[src/rtl/pc_sequencer_if.sv]
// Request/control bundle between the pipeline and the next-PC sequencer.
// The pipeline side is the master; the sequencer is the slave.
interface pc_sequencer_if;
  logic       stall_req;
  logic       id_jump;
  logic       id_jr;
  logic       ex_branch;
  logic       ex_taken;
  logic       illop;
  logic       irq;
  logic       kernel;
  logic [2:0] PCSrc;
  logic       datahazard;
  logic       flush_ifid;
  logic       flush_idex;
  logic       epc_we;
  logic       irq_ack;

  modport master (
    output stall_req, id_jump, id_jr, ex_branch, ex_taken, illop, irq, kernel,
    input  PCSrc, datahazard, flush_ifid, flush_idex, epc_we, irq_ack
  );

  modport slave (
    input  stall_req, id_jump, id_jr, ex_branch, ex_taken, illop, irq, kernel,
    output PCSrc, datahazard, flush_ifid, flush_idex, epc_we, irq_ack
  );
endinterface

[src/rtl/pc_sequencer.sv]
// Next-PC arbiter: priority-selects the redirect source, drives flushes/EPC strobe,
// and defers interrupts for a shadow window after any redirect.
module pc_sequencer #(
  parameter int unsigned SHADOW_CYCLES = 1
) (
  input logic            clk,
  input logic            reset,
  pc_sequencer_if.slave  seq_if
);

  logic       irq_q;
  logic       irq_pend_q, irq_pend_d;
  logic [2:0] shadow_q, shadow_d;

  logic       exc_sel, br_sel, irq_sel, redirect;
  logic [2:0] pc_src;
  logic       hold, flush_ifid, flush_idex, epc_we, irq_ack;

  assign exc_sel = seq_if.illop & ~seq_if.kernel;
  assign br_sel  = seq_if.ex_branch & seq_if.ex_taken;
  assign irq_sel = irq_pend_q & ~seq_if.kernel & (shadow_q == 3'd0) & ~seq_if.stall_req &
                   ~seq_if.ex_branch & ~seq_if.id_jump & ~seq_if.id_jr;

  always_comb begin
    pc_src     = 3'b000;
    hold       = 1'b0;
    flush_ifid = 1'b0;
    flush_idex = 1'b0;
    epc_we     = 1'b0;
    irq_ack    = 1'b0;
    redirect   = 1'b0;
    if (reset) begin
      pc_src = 3'b000;
    end else if (exc_sel) begin
      pc_src     = 3'b101;
      flush_ifid = 1'b1;
      flush_idex = 1'b1;
      epc_we     = 1'b1;
      redirect   = 1'b1;
    end else if (br_sel) begin
      pc_src     = 3'b001;
      flush_ifid = 1'b1;
      flush_idex = 1'b1;
      redirect   = 1'b1;
    end else if (irq_sel) begin
      pc_src     = 3'b100;
      flush_ifid = 1'b1;
      flush_idex = 1'b1;
      epc_we     = 1'b1;
      irq_ack    = 1'b1;
      redirect   = 1'b1;
    end else if (seq_if.id_jr) begin
      pc_src     = 3'b011;
      flush_ifid = 1'b1;
      redirect   = 1'b1;
    end else if (seq_if.id_jump) begin
      pc_src     = 3'b010;
      flush_ifid = 1'b1;
      redirect   = 1'b1;
    end else if (seq_if.stall_req) begin
      hold = 1'b1;
    end
  end

  // A fresh edge on the same clock as the acknowledge must survive the clear.
  assign irq_pend_d = (seq_if.irq & ~irq_q) | (irq_pend_q & ~irq_ack);

  always_comb begin
    shadow_d = shadow_q;
    if (redirect) begin
      shadow_d = 3'(SHADOW_CYCLES);
    end else if (!hold && shadow_q != 3'd0) begin
      shadow_d = shadow_q - 3'd1;
    end
  end

  // irq_q keeps tracking irq through reset so a level held across reset is not an edge.
  always_ff @(posedge clk) begin
    irq_q <= seq_if.irq;
    if (reset) begin
      irq_pend_q <= 1'b0;
      shadow_q   <= 3'd0;
    end else begin
      irq_pend_q <= irq_pend_d;
      shadow_q   <= shadow_d;
    end
  end

  assign seq_if.PCSrc      = pc_src;
  assign seq_if.datahazard = hold;
  assign seq_if.flush_ifid = flush_ifid;
  assign seq_if.flush_idex = flush_idex;
  assign seq_if.epc_we     = epc_we;
  assign seq_if.irq_ack    = irq_ack;

endmodule

[src/flat_wrapper.sv]
// flat-port wrapper written by rule: the top's interface ports become plain ports
module pc_sequencer_flat 
#(
  parameter int unsigned SHADOW_CYCLES = 1
)
  (clk, reset, seq_if_stall_req, seq_if_id_jump, seq_if_id_jr, seq_if_ex_branch, seq_if_ex_taken, seq_if_illop, seq_if_irq, seq_if_kernel, seq_if_PCSrc, seq_if_datahazard, seq_if_flush_ifid, seq_if_flush_idex, seq_if_epc_we, seq_if_irq_ack);
  pc_sequencer_if seq_if_i ();
  input logic clk;
  input logic reset;
  input wire logic [$bits(seq_if_i.stall_req)-1:0] seq_if_stall_req;
  input wire logic [$bits(seq_if_i.id_jump)-1:0] seq_if_id_jump;
  input wire logic [$bits(seq_if_i.id_jr)-1:0] seq_if_id_jr;
  input wire logic [$bits(seq_if_i.ex_branch)-1:0] seq_if_ex_branch;
  input wire logic [$bits(seq_if_i.ex_taken)-1:0] seq_if_ex_taken;
  input wire logic [$bits(seq_if_i.illop)-1:0] seq_if_illop;
  input wire logic [$bits(seq_if_i.irq)-1:0] seq_if_irq;
  input wire logic [$bits(seq_if_i.kernel)-1:0] seq_if_kernel;
  output wire logic [$bits(seq_if_i.PCSrc)-1:0] seq_if_PCSrc;
  output wire logic [$bits(seq_if_i.datahazard)-1:0] seq_if_datahazard;
  output wire logic [$bits(seq_if_i.flush_ifid)-1:0] seq_if_flush_ifid;
  output wire logic [$bits(seq_if_i.flush_idex)-1:0] seq_if_flush_idex;
  output wire logic [$bits(seq_if_i.epc_we)-1:0] seq_if_epc_we;
  output wire logic [$bits(seq_if_i.irq_ack)-1:0] seq_if_irq_ack;
  assign seq_if_i.stall_req = seq_if_stall_req;
  assign seq_if_i.id_jump = seq_if_id_jump;
  assign seq_if_i.id_jr = seq_if_id_jr;
  assign seq_if_i.ex_branch = seq_if_ex_branch;
  assign seq_if_i.ex_taken = seq_if_ex_taken;
  assign seq_if_i.illop = seq_if_illop;
  assign seq_if_i.irq = seq_if_irq;
  assign seq_if_i.kernel = seq_if_kernel;
  assign seq_if_PCSrc = seq_if_i.PCSrc;
  assign seq_if_datahazard = seq_if_i.datahazard;
  assign seq_if_flush_ifid = seq_if_i.flush_ifid;
  assign seq_if_flush_idex = seq_if_i.flush_idex;
  assign seq_if_epc_we = seq_if_i.epc_we;
  assign seq_if_irq_ack = seq_if_i.irq_ack;
  pc_sequencer #(.SHADOW_CYCLES(SHADOW_CYCLES)) u_core (.clk(clk), .reset(reset), .seq_if(seq_if_i));
endmodule
[config.mk]
export PLATFORM = sky130hd
export DESIGN_NAME = pc_sequencer_flat
export DESIGN_NICKNAME = d
export VERILOG_FILES = /design/src/rtl/pc_sequencer_if.sv /design/src/rtl/pc_sequencer.sv /design/src/flat_wrapper.sv
export SDC_FILE = /design/constraint.sdc
export NUM_CORES = 1
export LEC_CHECK = 0
export CAP_MARGIN = 20
export CORE_AREA = 2 2 39 41
export CTS_CLUSTER_DIAMETER = 30
export DETAILED_ROUTE_END_ITERATION = 12
export DIE_AREA = 0 0 41 43
export MAX_ROUTING_LAYER = met4
export RECOVER_POWER = 25
export SLEW_MARGIN = 20
export SYNTH_ARGS = -nofsm -noshare
export SYNTH_HDL_FRONTEND = slang
export SYNTH_SLANG_ARGS = --single-unit
[constraint.sdc]
create_clock -name clk -period 2.05 [get_ports clk]
set_clock_uncertainty 0.05 [all_clocks]
set_input_delay 0.41 -clock clk [delete_from_list [all_inputs] [get_ports clk]]
set_output_delay 0.41 -clock clk [all_outputs]
set_load 0.02 [all_outputs]
==> results.rst, run 1 <==
.. list-table::
   :header-rows: 1

   * - Metric
     - Value
   * - Cell types occupying the most area after synthesis
     - dfxtp_1, nor2_1, ha_1
   * - Total via count after detailed routing
     - between 400 and 500
   * - Global-route wire length before repair
     - ~1900 um
   * - Number of nets produced by synthesis
     - 58
   * - Cell area power density
     - 433.8 nW/um^2
   * - Count of port buffers added during placement
     - 17
   * - Post-Route WL
     - approximately 1200 um
   * - Critical-path cell with the highest stage delay
     - dfxtp_2
   * - Leakage power
     - between 0.3 and 0.4 nW
   * - Share of synthesized flip-flops with an asynchronous set or reset
     - 0%
   * - Synthesized instance count
     - between 40 and 50
   * - Cell taking the most area after synthesis
     - dfxtp_1
   * - Post-synthesis sequential element count
     - 5
   * - Layout cells sized above 1
     - 59.34%
   * - Cell with the most instances after synthesis
     - nor2_1
   * - Number of warnings issued by yosys
     - 0
   * - Min Hold Slack
     - around 450 ps
   * - Die outline width
     - about 41 um
   * - Crit path largest cell delay
     - approximately 320 ps
   * - Data required time at the worst endpoint
     - about 1600 ps
   * - CP max FO
     - 3
   * - Reported max-cap violation count
     - 0
   * - GRT Resource Usage Total
     - between 10% and 20%
   * - Buffer type at the clock tree root
     - clkbuf_4
   * - Remaining Overflow, GRT
     - 0
   * - Initial DRC count
     - 7
   * - Unrepaired setup endpoints after global routing
     - yes
   * - Hold buffer count at cts
     - 0
   * - Crit share post-route
     - 101.1%
   * - Arrival @ worst endpoint
     - roughly 1600 ps
   * - Final number of setup-violating endpoints
     - 4
   * - Share of the synthesized area in the top cell type
     - between 20% and 30%
   * - Avg Synthesized Cell Area
     - about 7.8 um^2
   * - Number of core rows
     - 14
   * - DRT Pass-1 Iters
     - 4
   * - Number of remaining DRC errors
     - 0
   * - Final Hold Violating Endpoints
     - 0
   * - Cell chain of the critical path
     - inv_2 > buf_6 > ha_4 > nor2b_4 > and4b_4 > nand2_4 > a31oi_1 > buf_4
   * - Worst skew pair latency
     - approximately 240 ps
   * - EDFF count, synth
     - 0
   * - Top post-synthesis cells by count
     - nor2_1, dfxtp_1
   * - Floorplan die area
     - 1763 um^2
   * - Total CTS buffers
     - 3
   * - Type of the tightest min-delay check
     - flop to flop
   * - Max-slew violation count
     - 0
   * - Number of cells on the worst hold path
     - 2
   * - Setup slack of the critical path after layout
     - -23.54 ps
   * - Initial core utilization
     - between 20% and 30%
   * - Relative area change from synthesis to final layout
     - 125.6%
   * - DR WL/cell
     - roughly 12 um
   * - Overall die height
     - around 43 um
   * - Worst relative slew slack
     - ~80%
   * - Post-route ant nets
     - 0
   * - Cell Area, Synth
     - 356.6 um^2
   * - Maximum number of pins on one net before global-route repair
     - 10
   * - Routability congestion estimate from global placement
     - around 0.72
   * - Total number of H-tree levels
     - 1
   * - Crit path kind
     - flop to output port
   * - Result of the run
     - complete, but fails checks
   * - Max VDD drop
     - 0.1857 mV
   * - Number of top-level design ports
     - 18
   * - FF-to-FF path depth
     - 13
   * - Max Buffers Root-to-Sink
     - 2
   * - Sequential cell area fraction in the yosys report
     - 28.07%
   * - Netlist cell types
     - 22
   * - TritonCTS clock tree
     - done
   * - Measured slew at the worst slew-check pin
     - around 270 ps
   * - Total number of clock tree sinks
     - 5
   * - Max Freq
     - 482.3 MHz
   * - Clock edge transition at the registers on the reported setup and hold paths
     - approximately 40 ps
   * - Total stage count of the critical path
     - 8
   * - Worst reg2reg setup slack
     - approximately 20 ps
   * - Number of global-route vias before repair
     - 490
   * - Post-route setup TNS
     - -56.60 ps
   * - Vias per inst
     - approximately 4.7
   * - Std-Cell Core Area
     - between 1000 and 1500 um^2
   * - Period minus WS final
     - 2074 ps
   * - Category of the worst setup path capture point
     - output port
   * - Buffers plus inverters on the worst setup path
     - 3
   * - Worst setup SP type
     - flop
   * - Violated checks
     - setup timing
   * - HPWL Detailed
     - 772.9 um
   * - Ys flop type
     - dfxtp_1
   * - Number of diodes added for antenna fixing
     - 0
   * - Fin nets
     - between 100 and 150
   * - Antenna violations before repair
     - 0
   * - Delay-heaviest family, CP
     - simple AND/OR/NAND/NOR gates
-- state kept, by name, summed over array words and instances, names as in the netlist --
signal / cells
u_core.shadow_q: 3
u_core.irq_q: 1
u_core.irq_pend_q: 1
-- placed cells by master, fill, tap and decap left out, drive strengths merged --
cell           count
ha                 2
nor3               2
nor2               7
or3                2
nor4               1
a311oi             1
nor2b              3
nand2b             1
dfxtp              5
clkdlybuf4s50      3
and3               1
nor4b              1
or4b               1
dlygate4sd3        1
and4b              1
a31oi              2
buf               35
inv                3
nand2              3
clkbuf             4
a21oi              3
o21ai              3
dlygate4sd2        5
or4                1
-- report_power, final --
group / total [W] / internal [W] / switching [W]
Sequential: 0.000105 / 0.000102 / 0.00000262
Clock: 0.000116 / 0.0000737 / 0.0000423
Combinational: 0.000128 / 0.0000747 / 0.0000534
Total: 0.000349 / 0.000251 / 0.0000983
-- kinds of logic after synthesis --
| logic type | count (synthesis) | synth area share, % |
|---|---|---|
| flops | 5 | 28.07 |
| buf+inv | 6 | 11.58 |
| fa+ha+maj | 2 | 7.016 |
| compound gates | 9 | 14.38 |
| simple gates | 24 | 38.95 |
-- cell type report --
cell class              count  area, um^2
clock buffers               4       26.28
fillers                   147       579.3
inverters                   3       11.26
multi-input cells          35       296.5
flip-flops and latches      5       102.6
well taps                  16       20.02
repair buffers             44       347.8
-- per-stage QoR --
step                      std cells  setup slack [ps]  power [W]  util [%]  cell area [um^2]
after global placement           90            -524.4  0.0002026     45.21             625.6
after CTS                       105             9.518  0.0003396     54.52             754.5
after detailed placement         90            -525.8  0.0002039     45.21             625.6
after global routing            107            -83.81  0.0003685     58.14             804.5
final                           107            -23.54  0.0003490     58.14             804.5
after floorplan                  46             28.98  0.0001480         -             360.3
-- worst paths after layout --
path                                          from            endpoint
worst max register to register  u_core.shadow_q[0]  u_core.shadow_q[2]
worst max-delay path            u_core.shadow_q[0]   seq_if_flush_idex
worst min register to register  u_core.shadow_q[1]  u_core.shadow_q[1]
worst min-delay path            u_core.shadow_q[1]  u_core.shadow_q[1]
-- worst min-delay path, stage by stage, from the launching register on --
cell     delay [ps]
dfxtp_2         320
o21ai_0          70
a21oi_1          70
-- layer usage --
layer	global-route usage (%)	vias to the layer above	part of all wire (%)	routed length, um
met3	1.571	2	4.4	55
li1	-	252	-	-
met1	17.20	229	41	511
met4	8.000	0	0.81	10
met5	-	-	0	0
met2	25.94	16	53	662
-- repair_timing --
action                                  in CTS  in global routing
resized for setup                           56                 10
hold endpoints to repair                     0                  0
pin swaps                                    7                  2
setup buffers                               11                  3
cloned                                       0                  0
endpoints found under the setup margin       8                  7
Note: power is estimated with default switching activity, not from simulation.
==> run 2: changes to the inputs <==
--- a/config.mk
+++ b/config.mk
@@ -12,6 +12,7 @@
 export DIE_AREA = 0 0 41 43
 export MAX_ROUTING_LAYER = met4
 export RECOVER_POWER = 25
+export SKIP_LAST_GASP = 1
 export SLEW_MARGIN = 20
 export SYNTH_ARGS = -nofsm -noshare
 export SYNTH_HDL_FRONTEND = slang
==> results.rst, run 2 (synthesized netlist as in run 1, its figures left out) <==
.. list-table::
   :header-rows: 1

   * - Metric
     - Value
   * - Result of the run
     - completed
   * - Filler instances
     - 149 (+1.4%)
   * - Crit path largest cell delay
     - 320 ps (about the same)
   * - Most flops, register
     - u_core.shadow_q
   * - Final Hold Violating Endpoints
     - 0 (unchanged)
   * - Unrepaired setup endpoints after global routing
     - yes
   * - Max Buffers Root-to-Sink
     - 2 (unchanged)
   * - Worst relative slew slack
     - 82.26% (about the same)
   * - Total CTS buffers
     - 3 (unchanged)
   * - Total number of H-tree levels
     - 1 (unchanged)
   * - Floorplan die area
     - 1763 um^2 (unchanged)
   * - Cell area power density
     - 438.0 nW/um^2 (+0.95%)
   * - Count of port buffers added during placement
     - 17 (unchanged)
   * - Post-Route Utilization
     - 55.97% (-2.2 points)
   * - Final number of setup-violating endpoints
     - 0 (-4)
   * - Period minus WS final
     - 2021 ps (-52.78 ps)
   * - Max-slew violation count
     - 0 (unchanged)
   * - Critical-path cell with the highest stage delay
     - dfxtp_2
   * - Die outline width
     - 41 um (unchanged)
   * - Worst skew pair latency
     - 240 ps (about the same)
   * - GRT Resource Usage Total
     - 15.08% (-0.51 points)
   * - Number of global-route vias before repair
     - 489 (-0.20%)
   * - DRT Pass-1 Iters
     - 4 (unchanged)
   * - Cell area after placement
     - 625.6 um^2 (unchanged)
   * - Cell chain of the critical path
     - inv_2 > ha_4 > nor2b_4 > and4b_4 > nand2_4 > a31oi_1 > buf_4
   * - Std-Cell Core Area
     - 1384 um^2 (unchanged)
   * - Switching pwr
     - 0.00009516 W (-3.1%)
   * - Cell area after layout
     - 774.5 um^2 (-3.7%)
   * - Max Freq
     - 494.9 MHz (+2.6%)
   * - Post-route ant nets
     - 0 (unchanged)
   * - Type of the tightest min-delay check
     - flop to flop
   * - Max reg flops
     - 3 (unchanged)
   * - Maximum number of pins on one net before global-route repair
     - 10 (unchanged)
   * - Total number of clock tree sinks
     - 5 (unchanged)
   * - Hold buffer count at cts
     - 0 (unchanged)
   * - Reported max-cap violation count
     - 0 (unchanged)
   * - Regs by FF count
     - u_core.shadow_q x3, u_core.irq_pend_q x1, u_core.irq_q x1
   * - Data required time at the worst endpoint
     - 1590 ps (about the same)
   * - Leakage power
     - 0.3763 nW (-2.6%)
   * - HPWL Detailed
     - 772.9 um (unchanged)
   * - Number of remaining DRC errors
     - 0 (unchanged)
   * - FF+latch area
     - 102.6 um^2 (unchanged)
   * - Number of top-level design ports
     - 18 (unchanged)
   * - Clock edge transition at the registers on the reported setup and hold paths
     - 40 ps (about the same)
   * - Max VDD drop
     - 0.1868 mV (+0.57%)
   * - Vias per inst
     - 4.731 (+1.4%)
   * - TritonCTS clock tree
     - done
   * - Overall die height
     - 43 um (unchanged)
   * - Number of core rows
     - 14 (unchanged)
   * - Initial DRC count
     - 6 (-1)
   * - Number of diodes added for antenna fixing
     - 0 (unchanged)
   * - Remaining Overflow, GRT
     - 0 (unchanged)
   * - Relative area change from synthesis to final layout
     - 117.2%
   * - Post-route total power
     - 0.0003392 W (-2.8%)
   * - Routability congestion estimate from global placement
     - 0.7220 (unchanged)
   * - Footprint of the multi-input gates
     - 296.5 um^2 (unchanged)
   * - Total via count after detailed routing
     - 492 (-1.4%)
   * - Switching share of power
     - 28.05% (-0.097 points)
   * - Post-Route WL
     - 1163 um (-6.1%)
   * - Relative contribution of the clock network to total power
     - 34.0% (+0.8 points)
   * - Fin nets
     - 101 (-2.9%)
   * - Crit path kind
     - flop to output port
   * - Buffer type at the clock tree root
     - clkbuf_4
   * - Leading cell types in the layout, fill and taps excluded
     - buf_4, nor2_1, dlygate4sd2_1, buf_2
   * - DR WL/cell
     - 11.18 um (-3.4%)
   * - Cell internal pwr
     - 0.0002440 W (-2.7%)
   * - Initial core utilization
     - 25.77% (unchanged)
   * - Category of the worst setup path capture point
     - output port
   * - Part of the total power dissipated in sequential elements
     - 31.0% (+0.9 points)
   * - Arrival @ worst endpoint
     - 1560 ps (-50 ps)
   * - Crit share post-route
     - 98.57% (-2.6 points)
   * - Combinational share of power
     - 35.0% (-1.7 points)
   * - Worst setup SP type
     - flop
   * - Leading cell type in the layout, fill and taps excluded
     - buf_4
   * - Measured slew at the worst slew-check pin
     - 263.9 ps (-1.099 ps)
   * - Global-route wire length before repair
     - 1807 um (-2.6%)
   * - Layout cells sized above 1
     - 57.95% (-1.4 points)
   * - CP max FO
     - 3 (unchanged)
   * - Antenna violations before repair
     - 0 (unchanged)
==> run 2: repair_timing <==
item                                    4_1_cts  5_1_grt
setup buffers                                11        1
endpoints found under the setup margin        8        7
pin swaps                                     6        5
hold endpoints to repair                      0        0
resized for setup                            54        9
==> run 2: layer usage <==
metal	up-vias	track usage (%)	routed length, um
met5	-	-	0
met4	0	8.000	10
met3	2	1.571	57
met2	16	25.00	615
met1	226	16.56	480
li1	248	-	-
==> run 2: layout make-up <==
class / instances / share of cell area [%]
Multi-Input combinational cell: 35 / 38.29
Inverter: 3 / 1.454
Tap cell: 16 / 2.585
Sequential cell: 5 / 13.25
Timing Repair Buffer: 41 / 41.03
Clock buffer: 4 / 3.393
==> run 2: power groups by stage <==
stage / clock [W] / sequential [W] / combinational [W]
2_1_floorplan: 0 / 0.000105 / 0.0000427
3_3_place_gp: 0 / 0.000106 / 0.0000968
4_1_cts: 0.000120 / 0.000105 / 0.000114
5_1_grt: 0.000124 / 0.000105 / 0.000130
3_5_place_dp: 0 / 0.000106 / 0.0000981
6_report: 0.000115 / 0.000105 / 0.000119
==> run 2: per-stage QoR <==
| stage | TNS [ps] | hold slack (ps) | setup WS, ps | cells |
|---|---|---|---|---|
| after floorplan | 0 | 387.7 | 28.98 | 46 |
| after global placement | -3839 | 411.3 | -524.4 | 90 |
| after detailed placement | -3796 | 426.2 | -525.8 | 90 |
| after CTS | -38.44 | 434.2 | -38.44 | 105 |
| after global routing | -124.2 | 471.7 | -38.88 | 104 |
| final | 0 | 449.2 | 29.25 | 104 |
==> run 2: worst paths after layout <==
check	startpoint	endpoint	slack, ps	depth (start not counted)
worst max-delay path	u_core.shadow_q[1]	seq_if_flush_idex	30	7
worst min-delay path	u_core.shadow_q[1]	u_core.shadow_q[1]	450	2
worst max register to register	u_core.shadow_q[0]	u_core.shadow_q[2]	100	12
worst min register to register	u_core.shadow_q[1]	u_core.shadow_q[1]	450	2
==> run 2: critical path, delay by kind of cell (launching register included) <==
family / cells / cell delay, ps
AOI/OAI and AO/OA: 1 / 140
adders and majority gates: 1 / 140
buffers and inverters: 2 / 230
DFF: 1 / 320
and+or+nand+nor: 3 / 490
==> run 3: changes to the inputs <==
--- a/config.mk
+++ b/config.mk
@@ -10,6 +10,7 @@
 export CTS_CLUSTER_DIAMETER = 30
 export DETAILED_ROUTE_END_ITERATION = 12
 export DIE_AREA = 0 0 41 43
+export HOLD_SLACK_MARGIN = 0.15
 export MAX_ROUTING_LAYER = met4
 export RECOVER_POWER = 25
 export SKIP_LAST_GASP = 1
==> constraint.sdc (replaced) <==
create_clock -name clk -period 2.4 [get_ports clk]
set_clock_uncertainty 0.05 [all_clocks]
set_input_delay 0.48 -clock clk [delete_from_list [all_inputs] [get_ports clk]]
set_output_delay 0.48 -clock clk [all_outputs]
set_load 0.02 [all_outputs]
==> results.rst, run 3 (synthesized netlist as in run 1, its figures left out) <==
.. list-table::
   :header-rows: 1

   * - Metric
     - Value
   * - Type of the tightest min-delay check
     - flop to flop
   * - Relative contribution of the clock network to total power
     - 35.4% (+1.4 points)
   * - Post-route total power
     - 0.0002641 W (-22%)
   * - Crit share post-route
     - a little over nine tenths
   * - Unrepaired setup endpoints after global routing
     - yes
   * - Total number of clock tree sinks
     - 5 (unchanged)
   * - Leading cell type in the layout, fill and taps excluded
     - buf_4
   * - Maximum number of pins on one net before global-route repair
     - 10 (unchanged)
   * - Total number of H-tree levels
     - 1 (unchanged)
   * - Cell internal pwr
     - 0.0001954 W (-20%)
   * - Number of diodes added for antenna fixing
     - 0 (unchanged)
   * - Max-slew violation count
     - 0 (unchanged)
   * - Final number of setup-violating endpoints
     - 0 (unchanged)
   * - Max Freq
     - ~430 MHz
   * - Clock edge transition at the registers on the reported setup and hold paths
     - 40 ps (about the same)
   * - Antenna violations before repair
     - 0 (unchanged)
   * - Number of cells on the worst hold path
     - 2 (unchanged)
   * - Measured slew at the worst slew-check pin
     - 239.2 ps (-24.72 ps)
   * - Combinational share of power
     - 31.0% (-4.0 points)
   * - Leakage power
     - 0.2965 nW (-21%)
   * - Cell area after placement
     - 621.8 um^2 (-0.60%)
   * - Max VDD drop
     - 0.1843 mV (-1.3%)
   * - Worst relative slew slack
     - 83.83% (+1.6 points)
   * - Std-Cell Core Area
     - 1384 um^2 (unchanged)
   * - Cell area after layout
     - 646.9 um^2 (-16%)
   * - Worst skew pair latency
     - 240 ps (about the same)
   * - Arrival @ worst endpoint
     - 1820 ps (+260 ps)
   * - HPWL Detailed
     - 761 um (-1.5%)
   * - Number of core rows
     - 14 (unchanged)
   * - TritonCTS clock tree
     - done
   * - GRT Resource Usage Total
     - 13.16% (-1.9 points)
   * - Remaining Overflow, GRT
     - 0 (unchanged)
   * - Post-Route Utilization
     - 46.75% (-9.2 points)
   * - Worst reg2reg setup slack
     - 530 ps (+430 ps)
   * - Number of global-route vias before repair
     - 408 (-17%)
   * - DR WL/cell
     - 9.681 um (-13%)
   * - Post-Route WL
     - 910 um (-22%)
   * - Leading cell types in the layout, fill and taps excluded
     - buf_4, nor2_1, clkdlybuf4s50_1, dfxtp_1
   * - Initial DRC count
     - 0 (-6)
   * - DRT Pass-1 Iters
     - 1 (-3)
   * - Cell count after placement
     - 90 (unchanged)
   * - Period minus WS final
     - 2351 ps
   * - Global-route wire length before repair
     - 1511 um (-16%)
   * - Fin nets
     - 91 (-9.9%)
   * - Floorplan die area
     - 1763 um^2 (unchanged)
   * - Switching pwr
     - 0.00006877 W (-28%)
   * - Post-route ant nets
     - 0 (unchanged)
   * - Layout cells sized above 1
     - 35.90% (-22 points)
   * - Most flops, register
     - u_core.shadow_q
   * - Regs by FF count
     - u_core.shadow_q x3, u_core.irq_pend_q x1, u_core.irq_q x1
   * - Buffer type at the clock tree root
     - clkbuf_4
   * - FF-to-FF path depth
     - 7 (-5)
   * - Max Buffers Root-to-Sink
     - 2 (unchanged)
   * - Min Hold Slack
     - 419.8 ps (-29.39 ps)
   * - Crit path kind
     - input pin to output port
   * - Max reg flops
     - 3 (unchanged)
   * - Initial core utilization
     - 25.77% (unchanged)
   * - Result of the run
     - completed
   * - Number of top-level design ports
     - 18 (unchanged)
   * - Hold buffer count at cts
     - 0 (unchanged)
   * - Switching share of power
     - 26.04% (-2.0 points)
   * - Die outline width
     - 41 um (unchanged)
   * - Total CTS buffers
     - 3 (unchanged)
   * - Setup Fix Bufs, Post-CTS
     - 0 (-11)
   * - Final Hold Violating Endpoints
     - 0 (unchanged)
   * - CP max FO
     - 4 (+1)
   * - Total via count after detailed routing
     - 420 (-15%)
   * - Data required time at the worst endpoint
     - 1870 ps (+280 ps)
   * - Final std cells w/o fill
     - 94 (-9.6%)
   * - Worst setup SP type
     - input pin
   * - Reported max-cap violation count
     - 0 (unchanged)
   * - Category of the worst setup path capture point
     - output port
   * - Relative area change from synthesis to final layout
     - 81.40%
   * - Number of remaining DRC errors
     - 0 (unchanged)
   * - Routability congestion estimate from global placement
     - 0.7140 (-1.1%)
   * - Vias per inst
     - 4.468 (-5.6%)
   * - Part of the total power dissipated in sequential elements
     - 33.6% (+2.6 points)
   * - Overall die height
     - 43 um (unchanged)
   * - Cell area power density
     - 408.3 nW/um^2 (-6.8%)
   * - Count of port buffers added during placement
     - 17 (unchanged)
-- run 3: final cells by class --
class / count / area [um^2]
clock buffers: 4 / 26.28
fillers: 158 / 737.0
repair buffers: 31 / 246.5
flip-flops and latches: 5 / 100.1
well taps: 16 / 20.02
inverters: 3 / 11.26
multi-input cells: 35 / 242.7
-- run 3: worst paths after layout --
kind                       from                 end
max                seq_if_illop     seq_if_PCSrc[0]
min          u_core.shadow_q[1]  u_core.shadow_q[1]
max reg2reg  u_core.shadow_q[0]  u_core.shadow_q[2]
min reg2reg  u_core.shadow_q[1]  u_core.shadow_q[1]
-- run 3: stage by stage --
step | setup slack (ps) | TNS (ps)
3_5_place_dp | -392.3 | -2201
2_1_floorplan | 158.6 | 0
6_report | 49.23 | 0
4_1_cts | -60.40 | -64.88
3_3_place_gp | -381.4 | -2172
5_1_grt | -48.39 | -60.59
-- run 3: metal layers --
layer  wire length, um  track usage [%]
met3                83            3.141
met2               426            19.69
met5                 0                -
met1               389            14.10
met4                10            10.00
-- run 3: timing repair --
| action | in CTS | in global routing |
|---|---|---|
| gates resized for setup | 16 | 11 |
| endpoints found under the setup margin | 8 | 7 |
| pin swaps | 0 | 1 |
-- run 3: critical path: stages --
cell           delay [ps]
dlygate4sd3_1         580
nand2b_4              100
nand2_2                90
buf_4                 140
nor2_1                 70
nor2_1                 40
dlygate4sd2_1         310
-- run 3: power by group through the flow --
stage | clock (W) | combinational [W] | sequential, W
final | 0.0000935 | 0.0000819 | 0.0000888
after global routing | 0.000107 | 0.0000901 | 0.0000891
after CTS | 0.0000987 | 0.0000822 | 0.0000889
after global placement | 0 | 0.0000824 | 0.0000903
after detailed placement | 0 | 0.0000830 | 0.0000902
after floorplan | 0 | 0.0000360 | 0.0000899
